<file path="src/rtl/core_pkg.sv">
`default_nettype none
// ============================================================================
// Module      : core_pkg
// Description : Shared definitions for the RV32I next-PC stage: branch funct3
//               encodings, the next-PC sequencer state encoding and the
//               default reset / trap-vector addresses.
// Revision    : 1.0 - initial release
// ============================================================================
package core_pkg;

    // B-type funct3 encodings (010 and 011 are unused by RV32I)
    localparam logic [2:0] F3_BEQ  = 3'b000;
    localparam logic [2:0] F3_BNE  = 3'b001;
    localparam logic [2:0] F3_BLT  = 3'b100;
    localparam logic [2:0] F3_BGE  = 3'b101;
    localparam logic [2:0] F3_BLTU = 3'b110;
    localparam logic [2:0] F3_BGEU = 3'b111;

    // Default PC on reset and default trap vector
    localparam logic [31:0] DEFAULT_RESET_PC = 32'h0000_0000;
    localparam logic [31:0] DEFAULT_TRAP_VEC = 32'h0000_0100;

    // Next-PC sequencer states, explicitly encoded
    typedef enum logic [1:0] {
        ST_RUN  = 2'd0,
        ST_WAIT = 2'd1,
        ST_TRAP = 2'd2
    } pcState_t;

endpackage : core_pkg
`default_nettype wire

</file>
<file path="src/rtl/branch_cond.sv">
`default_nettype none
// ============================================================================
// Module      : branch_cond
// Description : Purely combinational branch-condition evaluator. Maps the
//               B-type funct3 and the comparator flags to a taken condition
//               and flags the two unused funct3 encodings as illegal.
// Ports       : funct3  in  3  instruction funct3
//               br_eq   in  1  comparator equality flag
//               br_lt   in  1  comparator less-than flag (signedness chosen
//                              upstream through br_un)
//               cond    out 1  branch condition holds
//               illegal out 1  funct3 is not a valid branch encoding
// Revision    : 1.0 - initial release
// ============================================================================
module branch_cond
    import core_pkg::*;
(
    input  logic [2:0] funct3,
    input  logic       br_eq,
    input  logic       br_lt,
    output logic       cond,
    output logic       illegal
);

    // Signed and unsigned variants share br_lt; the comparator already
    // applied the unsigned select, so BLT/BLTU and BGE/BGEU decode alike.
    always_comb begin
        cond    = 1'b0;
        illegal = 1'b0;
        case (funct3)
            F3_BEQ:  cond = br_eq;
            F3_BNE:  cond = ~br_eq;
            F3_BLT:  cond = br_lt;
            F3_BGE:  cond = ~br_lt;
            F3_BLTU: cond = br_lt;
            F3_BGEU: cond = ~br_lt;
            default: illegal = 1'b1;
        endcase
    end

endmodule : branch_cond
`default_nettype wire

</file>
<file path="src/rtl/branch_pc_unit.sv">
`default_nettype none
// ============================================================================
// Module      : branch_pc_unit
// Description : Next-PC stage of the single-cycle RV32I core. Drives the
//               comparator unsigned select, resolves branches, JAL and JALR,
//               owns the PC register, the fetch handshake, the misaligned /
//               illegal-branch trap and a taken-transfer counter.
// Ports       : clk, rst_n                 clock, sync active-low reset
//               is_branch/is_jal/is_jalr   instruction class
//               funct3, imm, rs1_data      instruction fields / operands
//               br_eq, br_lt -> br_un      comparator interface
//               imem_ready -> imem_req     fetch handshake
//               stall                      external hold (RUN/WAIT only)
//               trap_ack -> trap_valid, trap_pc   trap handshake
//               pc, pc_plus4, br_taken, br_cnt    PC and status outputs
// Revision    : 1.0 - initial release
// ============================================================================
module branch_pc_unit
    import core_pkg::*;
#(
    parameter logic [31:0] RESET_PC = DEFAULT_RESET_PC,
    parameter logic [31:0] TRAP_VEC = DEFAULT_TRAP_VEC,
    parameter int          XLEN     = 32
) (
    input  logic            clk,
    input  logic            rst_n,
    input  logic            is_branch,
    input  logic            is_jal,
    input  logic            is_jalr,
    input  logic [2:0]      funct3,
    input  logic [XLEN-1:0] imm,
    input  logic [XLEN-1:0] rs1_data,
    input  logic            br_eq,
    input  logic            br_lt,
    output logic            br_un,
    input  logic            imem_ready,
    input  logic            stall,
    input  logic            trap_ack,
    output logic [XLEN-1:0] pc,
    output logic [XLEN-1:0] pc_plus4,
    output logic            imem_req,
    output logic            br_taken,
    output logic            trap_valid,
    output logic [XLEN-1:0] trap_pc,
    output logic [31:0]     br_cnt
);

    // JALR clears bit 0 of the computed target
    localparam logic [XLEN-1:0] C_JALR_MASK = {{(XLEN-1){1'b1}}, 1'b0};
    localparam logic [XLEN-1:0] C_FOUR      = XLEN'(4);

    // ------------------------------------------------------------------------
    // State
    // ------------------------------------------------------------------------
    pcState_t        r_state;
    logic [XLEN-1:0] r_pc;
    logic            r_trapValid;
    logic [XLEN-1:0] r_trapPc;
    logic [31:0]     r_brCnt;

    pcState_t        w_stateNext;
    logic [XLEN-1:0] w_pcNext;
    logic            w_trapValidNext;
    logic [XLEN-1:0] w_trapPcNext;
    logic [31:0]     w_brCntNext;

    // ------------------------------------------------------------------------
    // Branch resolution datapath
    // ------------------------------------------------------------------------
    logic            w_cond;
    logic            w_illegal;
    logic            w_take;
    logic            w_fault;
    logic [XLEN-1:0] w_pcPlus4;
    logic [XLEN-1:0] w_target;
    logic [XLEN-1:0] w_seqNext;

    branch_cond u_branchCond (
        .funct3  (funct3),
        .br_eq   (br_eq),
        .br_lt   (br_lt),
        .cond    (w_cond),
        .illegal (w_illegal)
    );

    assign w_pcPlus4 = r_pc + C_FOUR;
    assign w_take    = is_jal | is_jalr | (is_branch & w_cond);

    // JALR is register-relative; branches and JAL are PC-relative
    assign w_target  = is_jalr ? ((rs1_data + imm) & C_JALR_MASK)
                               : (r_pc + imm);

    assign w_seqNext = w_take ? w_target : w_pcPlus4;

    // Only bit 1 can misalign a target: bit 0 is either cleared (JALR) or
    // always zero in B/J immediates.
    assign w_fault   = (w_take & w_target[1]) | (is_branch & w_illegal);

    // ------------------------------------------------------------------------
    // Next-state / next-value logic
    // ------------------------------------------------------------------------
    always_comb begin
        w_stateNext     = r_state;
        w_pcNext        = r_pc;
        w_trapValidNext = r_trapValid;
        w_trapPcNext    = r_trapPc;
        w_brCntNext     = r_brCnt;

        case (r_state)
            ST_RUN: begin
                if (stall) begin
                    // hold everything
                end else if (!imem_ready) begin
                    w_stateNext = ST_WAIT;
                end else if (w_fault) begin
                    w_trapPcNext    = r_pc;
                    w_pcNext        = TRAP_VEC;
                    w_trapValidNext = 1'b1;
                    w_stateNext     = ST_TRAP;
                end else begin
                    w_pcNext    = w_seqNext;
                    w_brCntNext = r_brCnt + {31'd0, w_take};
                end
            end
            ST_WAIT: begin
                // The fetched instruction executes in the following RUN
                // cycle, so the PC is left untouched here.
                if (imem_ready && !stall) begin
                    w_stateNext = ST_RUN;
                end
            end
            ST_TRAP: begin
                if (trap_ack) begin
                    w_trapValidNext = 1'b0;
                    w_stateNext     = ST_RUN;
                end
            end
            default: begin
                w_stateNext = ST_RUN;
            end
        endcase
    end

    always_ff @(posedge clk) begin
        if (!rst_n) begin
            r_state     <= ST_RUN;
            r_pc        <= RESET_PC;
            r_trapValid <= 1'b0;
            r_trapPc    <= '0;
            r_brCnt     <= '0;
        end else begin
            r_state     <= w_stateNext;
            r_pc        <= w_pcNext;
            r_trapValid <= w_trapValidNext;
            r_trapPc    <= w_trapPcNext;
            r_brCnt     <= w_brCntNext;
        end
    end

    // ------------------------------------------------------------------------
    // Outputs
    // ------------------------------------------------------------------------
    assign br_un      = is_branch & funct3[1];
    assign pc         = r_pc;
    assign pc_plus4   = w_pcPlus4;
    assign imem_req   = (r_state != ST_TRAP);
    assign br_taken   = w_take & (r_state == ST_RUN);
    assign trap_valid = r_trapValid;
    assign trap_pc    = r_trapPc;
    assign br_cnt     = r_brCnt;

endmodule : branch_pc_unit
`default_nettype wire
</file>
<file path="config.mk">
export PLATFORM = sky130hd
export DESIGN_NAME = branch_pc_unit
export DESIGN_NICKNAME = d
export VERILOG_FILES = /design/src/rtl/core_pkg.sv /design/src/rtl/branch_cond.sv /design/src/rtl/branch_pc_unit.sv
export SDC_FILE = /design/constraint.sdc
export NUM_CORES = 1
export LEC_CHECK = 0
export BUFFER_PORTS_ARGS = -buffer_cell sky130_fd_sc_hd__buf_2
export CAP_MARGIN = 0
export CORE_UTILIZATION = 50
export DETAILED_ROUTE_END_ITERATION = 10
export GPL_TIMING_DRIVEN = 1
export MAX_ROUTING_LAYER = met4
export PLACE_DENSITY = 0.9
export RECOVER_POWER = 100
export SKIP_CTS_REPAIR_TIMING = 1
export SLEW_MARGIN = 25
export SYNTH_ARGS = -nofsm -noshare
export SYNTH_HDL_FRONTEND = slang
export SYNTH_HIERARCHICAL = 1
export SYNTH_SLANG_ARGS = --single-unit
</file>
<file path="constraint.sdc">
create_clock -name clk -period 3.1 [get_ports clk]
set_clock_uncertainty 0.15 [all_clocks]
set_input_delay 0.62 -clock clk [delete_from_list [all_inputs] [get_ports clk]]
set_output_delay 0.62 -clock clk [all_outputs]
set_load 0.02 [all_outputs]
</file>
Word level (Yosys, flattened, before mapping)
Index checks and enable logic that the tools add are counted.
{"block": "op_classes", "add_sub_neg": 4, "mul": 0, "div_mod_pow": 0, "order_cmp": 0, "eq_ne": 14, "shift": 0, "mux": 16, "bitwise_logic": 12, "reduce_logical": 13}
{"op": "2-to-1 mux 32 bit", "n": 3}
{"op": "adder 32 bit", "n": 2}
{"op": "adder 32 x 1 -> 32 bit", "n": 1}
{"op": "adder 32 x 3 -> 32 bit, second input constant", "n": 1}
{"op": "== test 3 bit, second input constant", "n": 4}
{"op": "inequality test 2 bit, second input constant", "n": 6}
{"op": "AND reduction 4 bit", "n": 3}
{"op": "2-to-1 mux 2 bit", "n": 5}
{"op": "case mux 2 bit (3 select lines)", "n": 1}
{"op": "OR reduction 6 bit", "n": 1}
{"op": "AND 1 bit", "n": 5}
{"op": "2-to-1 mux 1 bit", "n": 5}
{"op": "AND reduction 5 bit", "n": 1}
{"op": "inverter 1 bit", "n": 4}
{"op": "case mux 1 bit (4 select lines)", "n": 1}
{"op": "OR reduction 2 bit", "n": 2}
{"op": "== test 3 x 1 -> 1 bit, second input constant", "n": 1}
{"op": "logical NOT 3 bit", "n": 1}
{"op": "inequality test 3 bit, second input constant", "n": 1}
{"op": "bitwise OR 1 bit", "n": 3}
{"op": "AND reduction 3 bit", "n": 1}
{"op": "== test 2 x 1 -> 1 bit, second input constant", "n": 1}
{"op": "== test 2 bit, second input constant", "n": 1}
{"op": "logical NOT 2 bit", "n": 1}
{"op": "other kinds (4)", "n": 4}
{"block": "totals", "reg_bits": 99, "latch_bits": 0, "ramBits": 0, "mem_bits_ro": 0, "inputBits": 77, "output_inout_bits": 132, "elab_cells": 64, "mem_count": 0}

Depth between registers and ports, before layout
Gate-level depths: netlist (run 1).
{"block": "logic_depth", "word_depth": 11, "ltp_mapped": 14, "ltp_nobuf": 13}

Cells and area by module
The synthesis (run 1) kept the hierarchy.
{"mod": "branch_pc_unit", "instances": 1, "cells_each": 1103, "area_each_um2": 8448.1, "seq_area_each_um2": 1981.9}
{"mod": "branch_cond", "instances": 1, "cells_each": 5, "area_each_um2": 36.3, "seq_area_each_um2": 0.0}

Worst setup path after synthesis (run 1)
No wires, ideal clock.
{"block": "synth_timing", "path_type": "input-to-reg", "start": "input funct3[0]", "end": "register r_brCnt[28], in the netlist br_cnt[28]", "setup_time_ns": 0.115, "arrival_time_ns": 2.967, "slack_ns": -0.132, "stages": 14, "path_buffers": 1, "cell_sequence": "xor2_1 a22o_1 a21o_2 nor2_1 clkinv_1 ha_1 ha_1 nand4b_1 or2_1 clkbuf_1 nor3_2 nand3_1 xnor2_1 and2_1"}
{"block": "synth_via", "elab_chain_len": 9, "word_cells_on_any_way": 19, "classes_between": "add/sub (1); eq/ne (5); mux (2); bitwise (6); reduce/logical (5)"}
{"element": "start, declared", "line": "branch_pc_unit.sv:30", "text": "input logic [2:0] funct3,"}
{"element": "== test 3 bit", "line": "branch_cond.sv:30", "text": "case (funct3)"}
{"element": "OR reduction 2 bit (no line)"}
{"element": "case mux 1 bit (4 select lines) *", "line": "branch_cond.sv:30"}
{"element": "via w_cond", "line": "branch_pc_unit.sv:70", "text": "logic w_cond;"}
{"element": "AND 1 bit *", "line": "branch_pc_unit.sv:87", "text": "assign w_take = is_jal | is_jalr | (is_branch & w_cond);"}
{"element": "bitwise OR 1 bit *", "line": "branch_pc_unit.sv:87"}
{"element": "branches (longest 4 deep; another with adder 32 x 1 -> 32 bit)"}
{"element": "end signal, assigned", "line": "branch_pc_unit.sv:156", "text": "r_brCnt <= w_brCntNext;"}
{"element": "end, declared", "line": "branch_pc_unit.sv:59", "text": "logic [31:0] r_brCnt;"}
Mark *: on every way through the listed nets, which the timed path passes.
A chain may end at the register's enable or synchronous reset.

Worst setup path after layout (run 1)
{"block": "layout_timing", "start": "register r_pc[2], in the netlist pc[2]", "end": "output pc_plus4[19]"}
{"block": "layout_via", "elab_chain_len": 1}
{"element": "start, declared", "line": "branch_pc_unit.sv:56", "text": "logic [XLEN-1:0] r_pc;"}
{"element": "start signal, assigned", "line": "branch_pc_unit.sv:153", "text": "r_pc <= w_pcNext;"}
{"element": "adder 32 x 3 -> 32 bit", "line": "branch_pc_unit.sv:86", "text": "assign w_pcPlus4 = r_pc + C_FOUR;"}
{"element": "end, declared", "line": "branch_pc_unit.sv:40", "text": "output logic [XLEN-1:0] pc_plus4,"}
No other way between the ends.

==> qor.txt, run 1 <==
CP arrival - 2320 ps
Core area - 16600 µm²
WS Path Type - reg -> out
Chip Height - 132 µm
Status - complete, no violations
Max Cap Viol - 0
Synth area leader - dfxtp_1
Synth top area share - 23.4%
Via count - 10230
Final Util - 69.8%
Crit path max fanout - 6
Placed inst area - 11000 µm²
Std-Cell Rows - 47
Htree depth - 3
CTS tree - built
Req. time, crit path - 2330 ps
Slowest stage delay, CP - 400 ps
Number of CTS-inserted buffers - 9
Filler cell count - 1311
Layout area overhead - 36.4%
Final Hold Viols - 0
Final GP Congestion - 0.998
Avg Cell Area, Syn - 7.66 µm²
Initial DRC count - 1146
Final wirelength - 31.6 mm
Yosys reg bits - 99
Drc violations - 0
Pin count of the biggest net entering global routing - 74
Worst Path Buf+Inv - 3
Sequential area share after synthesis - 23.4%
Non-Filler Instances - 1694
Grt ovf - 0
Post-synthesis mux area share - 1.24%
Clock Sinks - 99
Adder-Cell Fraction of Synth Area - 9.91%
Design area - 11600 µm²
Post-synth EDFFs - 0
Crit start category - flop
Worst skew pair latency - 370 ps
Initial Utilization - 51.2%
Die area - 17500 µm²
First-pass GRT wire length - 47.6 mm
Minimum clock period - 3090 ps
Final HPWL DP - 24.3 mm
CP Depth - 7
Worst path cell trace - buf_4 > nand3_2 > nor4_4 > buf_4 > nand3_1 > xnor2_1 > buf_2
Fin crit share - 99.8%
Avg WL per Cell - 18.6 µm
F_max - 323 MHz
Post-Synth Simple-Gate Area - 25.8%
Vias in the first global route - 9485
Synth top area cells - dfxtp_1, ha_1, nand2_1, xnor2_1, a21oi_1
Syn Nets - 1251
Total chip power - 3.92 mW
Crit-path leading delay family - buffers and inverters
Reg2reg setup slack - 110 ps
RSZ-0062 raised after global routing - yes
CP dominant cell by count - buf_4
Critical-path top delay cell - dfxtp_4
Endpoint of the lowest-slack register-to-register path - br_cnt[24]$_SDFFE_PN0P_
Post-synth ARST share - 0%
Routed Antenna Nets - 0
Gr usage total - 35.3%
Worst setup path endpoint - pc_plus4[19]
Distinct cells, synth - 85
DR vias/cell - 6.04
FF-to-FF Start - pc[0]$_SDFFE_PN0P_
Peak supply drop - 0.000397 V
Hold Path Class - reg -> reg
Clock transition at path regs - 80 ps
Hold slack - 312 ps
Nets - 1612
DRT Pass-1 Iters - 8
Crit path from - pc[2]$_SDFFE_PN0P_
Critical Path End Type - primary output
Clk root buf - clkbuf_16
Reg2reg path depth - 11
Final Max Slew Viols - 0
Largest family of logic cells by synthesized area - simple AND/OR/NAND/NOR gates
Dpl cells - 1671
Final setup margin - 7.34 ps
Port Buffer Count - 208
Die Wd - 132 µm
Pre-CTS setup slack - -352 ps
Slew headroom - 58.6%
Initial antenna violation count - 0
Setup TNS - 0 ps
Post-Synth XOR/XNOR Area - 9.70%
CTS Buffer Depth - 2
Yosys Warn Count - 6
Worst Tran Pin Value - 621 ps
Synth Flop Type - dfxtp_1
# IOs - 209
Post-synthesis cell count - 1108
Leakage - 5.49 nW
# diodes - 0
PwrDens - 339 nW/µm²
Post-synthesis instance area - 8480 µm²
Layout cells sized above 1 - 33.2%
Post-synthesis compound-gate area fraction - 25.3%
Setup-failing EPs final - 0
[worst min-delay path: cells and delay by family (launching register included)]
family	cells	cell delay, ps
simple gates	1	40
flops	1	310
compound gates	1	60
[state kept, by name (all words and copies together) (netlist names)]
signal and count:
trap_valid 1, br_cnt 32, trap_pc 32, pc 32, r_state 2
[synthesized netlist by cell type (4+ instances only)]
cell      instances
a21o_1           24
o31ai_1           5
nand4_1          22
and4_1            4
ha_1             64
nand2b_1          9
a22oi_1           4
o21bai_1          7
o21a_1            4
o21ai_1           7
dfxtp_1          99
xnor2_1          62
mux2i_1           6
and3_1           17
a21oi_1          79
and2_1           35
nand2_1         167
nor3_1           24
a31oi_1          11
a211oi_1          9
xor2_1           32
inv_1            29
nor2_1           50
a21boi_0         43
or2_2             4
nor2b_1          16
clkbuf_1         36
a221o_1           6
nand3_1          43
o221ai_1          5
o21ai_0          60
buf_2             4
o211ai_1         14
nor4_1            5
or3_1            18
[worst min path at each step]
stage	start	slack [ps]	endpoint	cells after the start
floorplan	r_state[1]$_SDFFE_PN0P_	300	r_state[0]$_SDFFE_PN0P_	1
global placement	trap_pc[18]$_SDFFE_PN0P_	300	trap_pc[18]$_SDFFE_PN0P_	2
detailed placement	trap_pc[22]$_SDFFE_PN0P_	310	trap_pc[22]$_SDFFE_PN0P_	2
CTS	trap_pc[22]$_SDFFE_PN0P_	320	trap_pc[22]$_SDFFE_PN0P_	2
global route	trap_pc[19]$_SDFFE_PN0P_	330	trap_pc[19]$_SDFFE_PN0P_	2
finish	trap_pc[22]$_SDFFE_PN0P_	310	trap_pc[22]$_SDFFE_PN0P_	2
[final cells by class]
| type | count | area (µm²) | area share (%) |
|---|---|---|---|
| Sequential cell | 99 | 2000 | 17.3 |
| Timing Repair Buffer | 401 | 2550 | 22.1 |
| Clock inverter | 6 | 73.8 | 0.638 |
| Clock buffer | 10 | 229 | 1.98 |
| Tap cell | 220 | 275 | 2.38 |
| Inverter | 31 | 120 | 1.04 |
| Multi-Input combinational cell | 927 | 6320 | 54.6 |
[metal layers]
metal	track usage (%)	part of all wire, %	up-vias
met5	-	0	-
li1	-	-	4736
met1	44.1	39	4672
met4	16.4	5.1	0
met3	6.61	11	150
met2	54.9	45	672
[cells in the final DEF (no fill, tap or decap), types with 14 or more instances in the layout]
master | netlist | layout
or3_1 | 18 | 18
buf_2 | 4 | 205
nor3_1 | 24 | 23
o211ai_1 | 14 | 14
nand3_1 | 43 | 40
o21ai_0 | 60 | 57
inv_1 | 29 | 28
nand2_1 | 167 | 166
and3_1 | 17 | 17
buf_4 | 3 | 190
xor2_1 | 32 | 29
and2_1 | 35 | 35
ha_1 | 64 | 62
nor2_1 | 50 | 48
xnor2_1 | 62 | 60
nand4_1 | 22 | 22
a21boi_0 | 43 | 43
a21o_1 | 24 | 24
dfxtp_1 | 99 | 88
nor2b_1 | 16 | 15
a21oi_1 | 79 | 75
[cells by family after synthesis]
family | count (synthesis)
xor gates and xnor gates | 94
DFF | 99
and+or+nand+nor | 434
buffers and inverters | 82
AOI/OAI and AO/OA | 323
adders and majority gates | 66
muxes | 10
[power breakdown]
part           switching (mW)  leakage, nW  internal [mW]
clock network           0.560        0.141          0.637
logic                   0.763         4.55          0.618
registers              0.0453        0.805           1.30
total                    1.37         5.49           2.55
No activity file was read; power rests on OpenSTA's default activity.
==> run 2: changes to the inputs <==
CELL_PAD_IN_SITES_DETAIL_PLACEMENT = 1   (was default)
CELL_PAD_IN_SITES_GLOBAL_PLACEMENT = 1   (was default)
CORE_UTILIZATION = 36   (was 50)
PLACE_DENSITY = 0.89   (was 0.9)
==> qor.txt, run 2 (synthesized netlist as in run 1, its figures left out) <==
Layout cells sized above 1 - 29.7% (-3.5 points)
Crit start category - flop
Fin crit share - 103% (+3.3 points)
Final wirelength - 37.7 mm (+20%)
Crit path max fanout - 7 (+1)
Commonest non-fill, non-tap cell in the layout - buf_4
Final setup margin - -96.1 ps (-103 ps)
Worst Tran Pin Value - 541 ps (-80.5 ps)
Req. time, crit path - 2330 ps (about the same)
CP arrival - 2430 ps (+110 ps)
# diodes - 0 (unchanged)
Die area - 24200 µm² (+38%)
Final Hold Viols - 0 (unchanged)
Most frequent cells in the layout - buf_4, nand2_1, buf_2
Initial antenna violation count - 0 (unchanged)
Pin count of the biggest net entering global routing - 66 (-11%)
Worst skew pair latency - 360 ps (about the same)
CTS tree - built
Final GP Congestion - 0.997 (-0.12%)
Nets - 1618 (+0.37%)
HP Start - trap_pc[4]$_SDFFE_PN0P_
FF-to-FF Start - pc[0]$_SDFFE_PN0P_
Filler cell count - 2948 (+120%)
Chip Height - 156 µm (+18%)
RSZ-0062 raised after global routing - yes
# IOs - 209 (unchanged)
Reg2reg path depth - 12 (+1)
Clk root buf - clkbuf_16
Final Max Slew Viols - 0 (unchanged)
Hold Path Class - reg -> reg
Grt ovf - 0 (unchanged)
Avg WL per Cell - 21.1 µm (+13%)
First-pass GRT wire length - 56.8 mm (+19%)
F_max - 313 MHz (-3.2%)
Initial Utilization - 37.1% (-14 points)
DR vias/cell - 5.74 (-5.0%)
WS Path Type - reg -> out
Routed Antenna Nets - 0 (unchanged)
Vias in the first global route - 10509 (+11%)
Failing checks - setup timing
Gr usage total - 30.9% (-4.4 points)
Hold-critical path endpoint - trap_pc[4]$_SDFFE_PN0P_
Minimum clock period - 3200 ps (+103 ps)
Via count - 10272 (+0.41%)
Setup-failing EPs final - 4 (+4)
PwrDens - 340 nW/µm² (+0.45%)
Hold Path Depth - 2 (unchanged)
Final HPWL DP - 29.4 mm (+21%)
Critical Path End Type - primary output
Layout area overhead - 37.0%
CTS Buffer Depth - 2 (unchanged)
Number of CTS-inserted buffers - 9 (unchanged)
Htree depth - 3 (unchanged)
Max Cap Viol - 0 (unchanged)
Clock Sinks - 99 (unchanged)
DRT Pass-1 Iters - 5 (-3)
Std-Cell Rows - 55 (+17%)
Port Buffer Count - 208 (unchanged)
Slew headroom - 63.6% (+5.0 points)
Reg2reg setup slack - 160 ps (+50 ps)
Core area - 22800 µm² (+38%)
Peak supply drop - 0.000276 V (-30%)
Endpoint of the lowest-slack register-to-register path - pc[22]$_SDFFE_PN0P_
Leakage - 5.27 nW (-4.0%)
Drc violations - 0 (unchanged)
Clock transition at path regs - 80 ps (about the same)
Hold slack - 315 ps (+2.57 ps)
Initial DRC count - 749 (-35%)
Final Util - 50.9% (-19 points)
Status - finished, violations left
Die Wd - 156 µm (+18%)
## run 2: how the worst max path moves through the flow
stage | cells past startpoint | slack [ps] | startpoint | endpoint
after global placement | 14 | -400 | imm[4] | pc[29]$_SDFFE_PN0P_
after global routing | 8 | -130 | pc[14]$_SDFFE_PN0P_ | pc_plus4[30]
after detailed placement | 14 | -470 | imm[4] | pc[29]$_SDFFE_PN0P_
after CTS | 7 | -270 | pc[2]$_SDFFE_PN0P_ | pc_plus4[24]
after floorplan | 11 | 20 | imm[0] | pc[16]$_SDFFE_PN0P_
final | 8 | -100 | pc[14]$_SDFFE_PN0P_ | pc_plus4[30]
## run 2: cell type report
type	count	area (µm²)	area share, %
inverters	31	120	1.03
multi-input cells	927	6300	54.2
clock inverters	4	51.3	0.441
clock buffers	10	239	2.06
well taps	313	392	3.37
repair buffers	407	2520	21.7
flip-flops and latches	99	2000	17.2
## run 2: worst max-delay path, cell delays in order, from the launching register on
cell and delay (ps):
dfxtp_1 360, buf_6 140, and4_4 250, and3_4 250, nand4_1 180, buf_4 230, nor2_1 160, xor2_1 290
buf_4 210
## run 2: layer usage
layer / track usage [%] / vias up / wire, µm
li1: - / 4730 / -
met5: - / - / 0
met1: 36.8 / 4983 / 15600
met2: 51.9 / 444 / 18000
met3: 4.04 / 115 / 2760
met4: 13.7 / 0 / 1450
## run 2: through the flow
| stage | total power, mW | TNS, ps | setup slack (ps) | instance area (µm²) | std cells |
|---|---|---|---|---|---|
| after floorplan | 2.11 | 0 | 16.0 | 8500 | 1108 |
| after global placement | 2.66 | -4910 | -396 | 11100 | 1767 |
| after detailed placement | 2.71 | -7620 | -470 | 11100 | 1767 |
| after CTS | 3.89 | -1450 | -265 | 11400 | 1781 |
| after global routing | 4.10 | -601 | -126 | 11600 | 1791 |
| final | 3.95 | -191 | -96.1 | 11600 | 1791 |
## run 2: power breakdown
group,internal [mW],total [mW],switching (mW)
clock,0.642,1.19,0.548
sequential,1.30,1.34,0.0450
combinational,0.612,1.42,0.811
total,2.55,3.95,1.40
==> run 3: changes to the inputs <==
PLACE_DENSITY = 0.9   (was 0.89)
RECOVER_POWER = 25   (was 100)
SYNTH_HIERARCHICAL = default   (was 1)
==> qor.txt, run 3 <==
Req. time, crit path - 3190 ps (+860 ps)
Minimum clock period - 3160 ps (-35.2 ps)
Fin crit share - 102% (-1.1 points)
WS Path Type - reg -> reg
Clk root buf - clkbuf_16
Filler cell count - 2892 (-1.9%)
Final setup margin - -60.9 ps (+35.2 ps)
RSZ-0062 raised after global routing - yes
Sequential area share after synthesis - 23.7% (+0.37 points)
Commonest non-fill, non-tap cell in the layout - nand2_1
Setup-failing EPs final - 2 (-2)
Drc violations - 0 (unchanged)
CTS Buffer Depth - 2 (unchanged)
Area of the multi-input gates - 6370 µm² (+1.1%)
Layout cells sized above 1 - 27.1% (-2.6 points)
Max Cap Viol - 0 (unchanged)
Status - finished, violations left
Htree depth - 3 (unchanged)
Most common cell in the synthesized netlist - nand2_1
Failing checks - setup timing
Reg area - 1980 µm² (-0.56%)
Final Max Slew Viols - 0 (unchanged)
Placed inst area - 10700 µm² (-4.1%)
Final Hold Viols - 0 (unchanged)
Number of CTS-inserted buffers - 9 (unchanged)
Pin count of the biggest net entering global routing - 52 (-21%)
Pre-CTS setup slack - -440 ps (+30.2 ps)
Syn Nets - 1243 (-0.64%)
CTS tree - built
Grt ovf - 0 (unchanged)
Setup TNS - -80.0 ps (+110 ps)
Synth top area cells - dfxtp_1, ha_1, xnor2_1, nand2_1, a21oi_1
Non-Filler Instances - 1702 (-5.0%)
Design area - 11300 µm² (-2.9%)
Crit path from - pc[0]$_SDFFE_PN0P_
First-pass GRT wire length - 54.0 mm (-4.8%)
Crit start category - flop
Endpoint of the lowest-slack register-to-register path - pc[14]$_SDFFE_PN0P_
Post-synthesis cell count - 1099 (-0.81%)
Final wirelength - 35.9 mm (-4.9%)
Reg2reg path depth - 9 (-3)
Total chip power - 4.12 mW (+4.2%)
PwrDens - 365 nW/µm² (+7.4%)
Yosys Warn Count - 0 (-6)
Gr usage total - 29.6% (-1.3 points)
Layout area overhead - 35.1%
Port Buffer Count - 208 (unchanged)
Routed Antenna Nets - 0 (unchanged)
Avg WL per Cell - 21.1 µm (about the same)
Post-synth ARST share - 0% (unchanged)
Final HPWL DP - 28.1 mm (-4.2%)
FF-to-FF Start - pc[0]$_SDFFE_PN0P_
Synth area leader - dfxtp_1
Clock transition at path regs - 80 ps (about the same)
Dpl cells - 1680 (-4.9%)
Chip Height - 154 µm (-0.78%)
Std-Cell Rows - 55 (unchanged)
Post-synth EDFFs - 0 (unchanged)
Critical Path End Type - flop
Nets - 1556 (-3.8%)
Initial Utilization - 36.8% (-0.36 points)
Post-synthesis instance area - 8350 µm² (-1.6%)
DRT Pass-1 Iters - 5 (unchanged)
Leakage - 5.13 nW (-2.7%)
Reg2reg setup slack - -60 ps (-220 ps)
Peak supply drop - 0.000312 V (+13%)
# diodes - 0 (unchanged)
Hold Path Class - reg -> reg
Crit path max fanout - 8 (+1)
Synth top area share - 23.7% (+0.37 points)
Initial DRC count - 719 (-4.0%)
Avg Cell Area, Syn - 7.60 µm² (-0.77%)
F_max - 316 MHz (+1.1%)
Initial antenna violation count - 0 (unchanged)
Synth Flop Type - dfxtp_1
Core area - 22700 µm² (-0.60%)
Vias in the first global route - 10162 (-3.3%)
Distinct cells, synth - 61 (-28%)
Synth cell count leaders - nand2_1, dfxtp_1, a21oi_1, xnor2_1, nor2_1
Via count - 9977 (-2.9%)
CP arrival - 3250 ps (+820 ps)
DR vias/cell - 5.86 (+2.2%)
Final GP Congestion - 0.933 (-6.4%)
Slew headroom - 40.3% (-23 points)
Worst setup path endpoint - pc[14]$_SDFFE_PN0P_
Worst skew pair latency - 360 ps (about the same)
Clock Sinks - 99 (unchanged)
Die Wd - 154 µm (-0.78%)
# IOs - 209 (unchanged)
Most frequent cells in the layout - nand2_1, buf_2, buf_4
Die area - 23800 µm² (-1.6%)
Yosys reg bits - 99 (unchanged)
Worst Tran Pin Value - 895 ps (+355 ps)
## run 3: changes by cell type in the layout (fill, tap and decap cells not counted), sizes merged, moves of 8 or more
| cell | delta |
|---|---|
| buf | -49 |
| o21ai | -18 |
| nor2 | +16 |
| or3 | -12 |
| xnor2 | +12 |
| a211o | +11 |
| inv | -10 |
| nand2 | -10 |
| a22o | +9 |
| nand2b | +9 |
| a21o | +8 |
## run 3: final cells by class
class | instances | share of cell area (%)
well taps | 285 | 3.16
multi-input cells | 925 | 56.5
flip-flops and latches | 99 | 17.6
inverters | 20 | 0.665
repair buffers | 357 | 19.0
clock inverters | 7 | 1.10
clock buffers | 9 | 2.00
## run 3: through the flow
step                utilization [%]  hold WS (ps)
CTS                            48.5           315
detailed placement             46.9           305
finish                         49.7           313
global route                   49.7           344
floorplan                         -           297
global placement               46.9           298
## run 3: worst min path at each step
| stage | endpoint | slack (ps) | depth (start not counted) | from |
|---|---|---|---|---|
| after detailed placement | trap_pc[26]$_SDFFE_PN0P_ | 310 | 2 | trap_pc[26]$_SDFFE_PN0P_ |
| after CTS | trap_pc[26]$_SDFFE_PN0P_ | 310 | 2 | trap_pc[26]$_SDFFE_PN0P_ |
| after global routing | trap_pc[17]$_SDFFE_PN0P_ | 340 | 2 | trap_pc[17]$_SDFFE_PN0P_ |
| after global placement | trap_pc[10]$_SDFFE_PN0P_ | 300 | 2 | trap_pc[10]$_SDFFE_PN0P_ |
| after floorplan | r_state[0]$_SDFFE_PN0P_ | 300 | 1 | r_state[1]$_SDFFE_PN0P_ |
| final | trap_pc[22]$_SDFFE_PN0P_ | 310 | 2 | trap_pc[22]$_SDFFE_PN0P_ |
## run 3: kinds of logic (layout without fill, tap and decap cells)
kind of cell	Yosys count	after routing	share of synthesized area (%)
xor gates and xnor gates	106	106	11.1
AOI/OAI and AO/OA	323	323	25.8
muxes	13	13	1.57
DFF	99	99	23.7
adders and majority gates	67	67	10.2
buffers and inverters	75	393	3.49
and+or+nand+nor	416	416	24.0
## run 3: power by group
group | total [mW] | internal, mW | leakage, nW | switching [mW]
Sequential | 1.33 | 1.30 | 0.800 | 0.0367
Combinational | 1.44 | 0.594 | 4.16 | 0.849
Clock | 1.35 | 0.796 | 0.166 | 0.550
## run 3: routing by layer
layer	part of all wire [%]	track usage (%)
met5	0	-
met4	3.3	13.2
met3	7.5	4.26
met2	47	48.4
met1	43	36.2
## run 3: worst max-delay path, stage by stage (launching register included)
cell and delay, ps:
dfxtp_2 380, ha_4 160, inv_2 40, fa_2 570, nor2_1 80, a221oi_4 360, buf_4 230, and3_1 440
o21ai_0 260, o21ai_0 350
